File: config.mk
export PLATFORM = sky130hd
export DESIGN_NAME = elastic_register_pipeline
export DESIGN_NICKNAME = d
export VERILOG_FILES = /design/src/rtl/elastic_register_pipeline.sv
export SDC_FILE = /design/constraint.sdc
export NUM_CORES = 1
export LEC_CHECK = 0
export ABC_AREA = 1
export CORE_ASPECT_RATIO = 0.6
export CORE_MARGIN = 1
export CORE_UTILIZATION = 40
export CTS_CLUSTER_DIAMETER = 100
export CTS_CLUSTER_SIZE = 14
export DETAILED_ROUTE_END_ITERATION = 8
export PLACE_DENSITY = 0.82
export SYNTH_ARGS = -nofsm -noshare
export SYNTH_HDL_FRONTEND = slang
export SYNTH_SLANG_ARGS = --single-unit
File: constraint.sdc
create_clock -name clk_i -period 3.4 [get_ports clk_i]
set_input_delay 0.51 -clock clk_i [delete_from_list [all_inputs] [get_ports clk_i]]
set_output_delay 0.51 -clock clk_i [all_outputs]
set_load 0.05 [all_outputs]
File: src/rtl/elastic_register_pipeline.sv
// Elastic register pipeline: PIPE_DEPTH stages of WORD_WIDTH data plus a valid
// bit, with a combinational bubble-collapsing ready chain, flush, parallel
// load/observe, global clock enable and a registered-state occupancy count.
//
// Handshake: a word moves across an interface on a rising edge exactly when
// valid and ready are both 1 in the cycle before that edge. Valid never waits
// on ready. in_ready_o depends combinationally on out_ready_i through the
// open-stage chain. During a flush or parallel-load cycle, out_valid_o still
// shows the pre-edge state, but the word is not delivered.
module elastic_register_pipeline #(
    parameter int                               WORD_WIDTH   = 8,
    parameter int                               PIPE_DEPTH   = 4,
    parameter logic [WORD_WIDTH*PIPE_DEPTH-1:0] RESET_VALUES = '0
) (
    input  logic                               clk_i,
    input  logic                               rst_ni,
    input  logic                               clk_en_i,
    input  logic                               flush_i,
    input  logic                               parallel_load_i,
    input  logic [WORD_WIDTH*PIPE_DEPTH-1:0]   parallel_i,
    input  logic [PIPE_DEPTH-1:0]              parallel_valid_i,
    output logic [WORD_WIDTH*PIPE_DEPTH-1:0]   parallel_o,
    output logic [PIPE_DEPTH-1:0]              parallel_valid_o,
    input  logic                               in_valid_i,
    output logic                               in_ready_o,
    input  logic [WORD_WIDTH-1:0]              in_data_i,
    output logic                               out_valid_o,
    input  logic                               out_ready_i,
    output logic [WORD_WIDTH-1:0]              out_data_o,
    output logic [$clog2(PIPE_DEPTH+1)-1:0]    occupancy_o
);

    localparam int OW = $clog2(PIPE_DEPTH + 1);

    logic [PIPE_DEPTH-1:0][WORD_WIDTH-1:0] data_q, data_d;
    logic [PIPE_DEPTH-1:0]                 valid_q, valid_d;
    logic [PIPE_DEPTH-1:0]                 open_w;
    logic [OW-1:0]                         occ_w;

    // Ready chain: a stage is open when empty or when the stage after it opens.
    always_comb begin
        logic carry;
        carry  = out_ready_i;
        open_w = '0;
        for (int k = PIPE_DEPTH - 1; k >= 0; k--) begin
            carry     = !valid_q[k] || carry;
            open_w[k] = carry;
        end
    end

    // Next-state: flush beats parallel load, which beats normal shifting.
    always_comb begin
        data_d  = data_q;
        valid_d = valid_q;
        if (flush_i) begin
            valid_d = '0;
        end else if (parallel_load_i) begin
            data_d  = parallel_i;
            valid_d = parallel_valid_i;
        end else begin
            for (int k = 1; k < PIPE_DEPTH; k++) begin
                if (open_w[k]) begin
                    data_d[k]  = data_q[k-1];
                    valid_d[k] = valid_q[k-1];
                end
            end
            if (open_w[0]) begin
                data_d[0]  = in_data_i;
                valid_d[0] = in_valid_i;
            end
        end
    end

    // Stage registers; clk_en_i low freezes everything.
    always_ff @(posedge clk_i or negedge rst_ni) begin
        if (!rst_ni) begin
            data_q  <= RESET_VALUES;
            valid_q <= '0;
        end else if (clk_en_i) begin
            data_q  <= data_d;
            valid_q <= valid_d;
        end
    end

    // Population count of the registered valid bits.
    always_comb begin
        occ_w = '0;
        for (int k = 0; k < PIPE_DEPTH; k++) begin
            occ_w = occ_w + OW'(valid_q[k]);
        end
    end

    assign in_ready_o       = clk_en_i && !flush_i && !parallel_load_i && open_w[0];
    assign out_valid_o      = clk_en_i && valid_q[PIPE_DEPTH-1];
    assign out_data_o       = data_q[PIPE_DEPTH-1];
    assign parallel_o       = data_q;
    assign parallel_valid_o = valid_q;
    assign occupancy_o      = occ_w;

endmodule

==> key figures <==
Die
  – Initial Utilization: 0.437
  – Die width: 95.3 µm
  – Die height: 58.0 µm
  – Core area: 4780 µm²
  – I/O Pins: 100
  – Die ar.: 5520 µm²
  – Placement row count: 19

Logic synthesis
  – Synth area leaders: dfrtp_1, nand2_1, o21ai_0
  – Post-synth top flop: dfrtp_1
  – Synth Register Bits: 36
  – Post-synth EDFFs: 0
  – Synth Area per Inst: 7.85 µm²
  – Sequential-to-total area share from yosys stat: 0.431
  – Mapped Nets: 320
  – Commonest cells in the netlist: nand2_1, dfrtp_1, o21ai_0
  – Most frequent cell after synthesis: nand2_1
  – Mapped Cells: 266
  – Top-area cell type share of the netlist area: 0.431
  – Synth warn: 0
  – Netlist cell types: 24
  – Async S/R FF share, synth: 1.00
  – Cell area after synthesis: 2090 µm²
  – Cell taking the most area after synthesis: dfrtp_1

Clocking
  – Post-CTS Hold Buffers: 0
  – CTS max path bufs: 2
  – Post-CTS Setup Inserts: 0
  – H-tree depth: 2
  – PostCTS Resize Cnt: 0
  – CTS buffer count: 5
  – Clock-pin slew on the worst setup and hold paths: 0.07 ns
  – Worst-Skew Late Latency: 0.28 ns
  – CTS sink count: 36
  – CTS root buffer: clkbuf_8
  – TritonCTS clock tree: built

Placement
  – HPWL Detailed: 3960 µm
  – Port Buf Inserts: 99
  – RePlAce Congestion: 0.773
  – Pre-CTS setup slack: 0.570 ns

Setup path
  – Worst path slowest cell: clkdlybuf4s50_1
  – CP Cell Sequence: inv_1, fa_1, inv_1, ha_1, ha_1, clkdlybuf4s50_1
  – Crit end category: primary output
  – Critical path fanouts, max: 5
  – CP Launch Type: flip-flop
  – Crit path DAT: 2.63 ns
  – CP required: 2.89 ns
  – Crit Path Category: reg -> out
  – Max incr delay on CP: 0.80 ns

Pwr
  – Leakage power: 0.00148 µW
  – Combinational Power Share: 0.463
  – VDD IR max: 0.290 mV
  – Clk pwr share: 0.214
  – Psw: 722 µW
  – Switching power share of the total: 0.419
  – Power Density: 548 nW/µm²
  – Int Power: 999 µW
  – Sequential share of power: 0.324

Run status
  – Status: completed

Hold path
  – Hold Path Class: in -> async

Global route
  – Largest net degree at the start of global routing: 38
  – Vias in the first global route: 1957
  – Initial antenna violation count: 0
  – Global route total overflow: 0
  – First-pass GRT wire length: 9000 µm
  – GRT Overall Usage: 0.213

Timing
  – Fmax: 318 MHz
  – Worst Max-Slew Pin Slew: 0.791 ns
  – Period utilisation layout: 0.924
  – Final Max Slew Viols: 0
  – Final setup vio count: 0
  – Fin crit period: 3.14 ns
  – Clock skew: 0.00533 ns
  – Post-route setup slack: 0.258 ns
  – Setup TNS: 0 ns
  – RSZ-0062 raised after global routing: false
  – Slew HR: 0.472
  – Hold Vio Cnt, Final: 0

Flow run
  – Max cap viols: 0

Detailed routing
  – Pre-antenna DRT Iters: 4
  – Iteration-0 DRC Markers: 77
  – Routed Antenna Nets: 0
  – Via Count: 2000
  – Final wirelength: 5370 µm
  – DRC violations left: 0
  – Routed length per instance: 12.8 µm
  – Vias per cell: 4.78

Layout
  – Nets@finish: 408
  – Antenna Cells: 0
  – Layout cells sized above 1: 0.130
  – # fillers: 410
  – Area delta synth->final: 50.4%
[power by group through the flow]
stage,Clock (µW),Combinational (µW),Sequential (µW)
final,368,796,557
after CTS,371,803,557
after floorplan,0,295,799
after detailed placement,0,800,564
after global placement,0,793,561
after global routing,389,847,567
[final cells by class]
cell class	instances	area [µm²]	area share
multi-input combinational	201	1010	0.321
sequential	36	901	0.287
clock inverter	2	35.0	0.0112
clock buffer	6	72.6	0.0231
inverter	9	33.8	0.0108
timing repair buffer	101	1010	0.322
tap	63	78.8	0.0251
[worst paths after layout]
kind                                           from        endpoint  slack, ns  cells after the start
worst max-delay path            parallel_valid_o[1]  occupancy_o[1]       0.26                      6
worst min-delay path                         rst_ni   out_data_o[2]       0.30                      1
worst max register to register  parallel_valid_o[2]   parallel_o[3]       1.86                      7
worst min register to register       parallel_o[22]  parallel_o[22]       0.51                      2
max in group asynchronous                    rst_ni   parallel_o[5]       2.59                      1
min in group clk_i                   parallel_o[22]  parallel_o[22]       0.51                      2
[routing by layer]
layer | track usage | wire length (µm) | vias to the layer above
met3 | 0.0577 | 479 | 4
met5 | 0 | 0 | -
li1 | - | - | 1014
met2 | 0.344 | 2310 | 81
met4 | 0.0519 | 38 | 0
met1 | 0.285 | 2540 | 901
[cell families after synthesis]
logic type / Yosys count / share of synthesized area
AND/OR/NAND/NOR: 157 / 0.336
AO/OA/AOI/OAI: 41 / 0.126
flip-flops: 36 / 0.431
buffers and inverters: 29 / 0.0851
adder cells (fa/ha/maj): 3 / 0.0216
[flip-flops by register name, summed over array words and instances, names as in the netlist]
| signal | cells |
|---|---|
| parallel_o | 24 |
| out_data_o | 8 |
| parallel_valid_o | 4 |
[stage by stage]
stage	std cells	instance area, µm²	hold slack (ns)	power (µW)	utilization
final	418	3140	0.303	1720	0.658
after detailed placement	410	3030	0.489	1360	0.635
after global routing	418	3140	0.363	1800	0.658
after floorplan	266	2090	0.214	1090	-
after global placement	410	3030	0.486	1350	0.635
after CTS	418	3140	0.331	1730	0.658
[cells in the final DEF, fill, tap and decap left out]
cell / count
a21oi_1: 2
a41oi_1: 1
buf_12: 1
buf_2: 1
buf_4: 2
bufinv_16: 1
clkbuf_1: 1
clkbuf_8: 5
clkdlybuf4s50_1: 97
clkinv_2: 1
dfrtp_1: 36
fa_1: 1
ha_1: 2
inv_1: 8
inv_2: 1
nand2_1: 111
nand2_2: 2
nand2_4: 3
nand3_1: 17
nor2_1: 6
nor2_4: 1
nor2_8: 1
o211ai_1: 1
o21a_1: 1
o21ai_0: 25
o21ai_2: 10
o21ai_4: 1
or2_2: 16
[worst max-delay path, delay by kind of cell, from the launching register on]
family / cells / cell delay [ns]
buffers and inverters: 3 / 1.00
adders and majority gates: 3 / 0.96
DFF: 1 / 0.40
No activity file was read; power rests on OpenSTA's default activity.
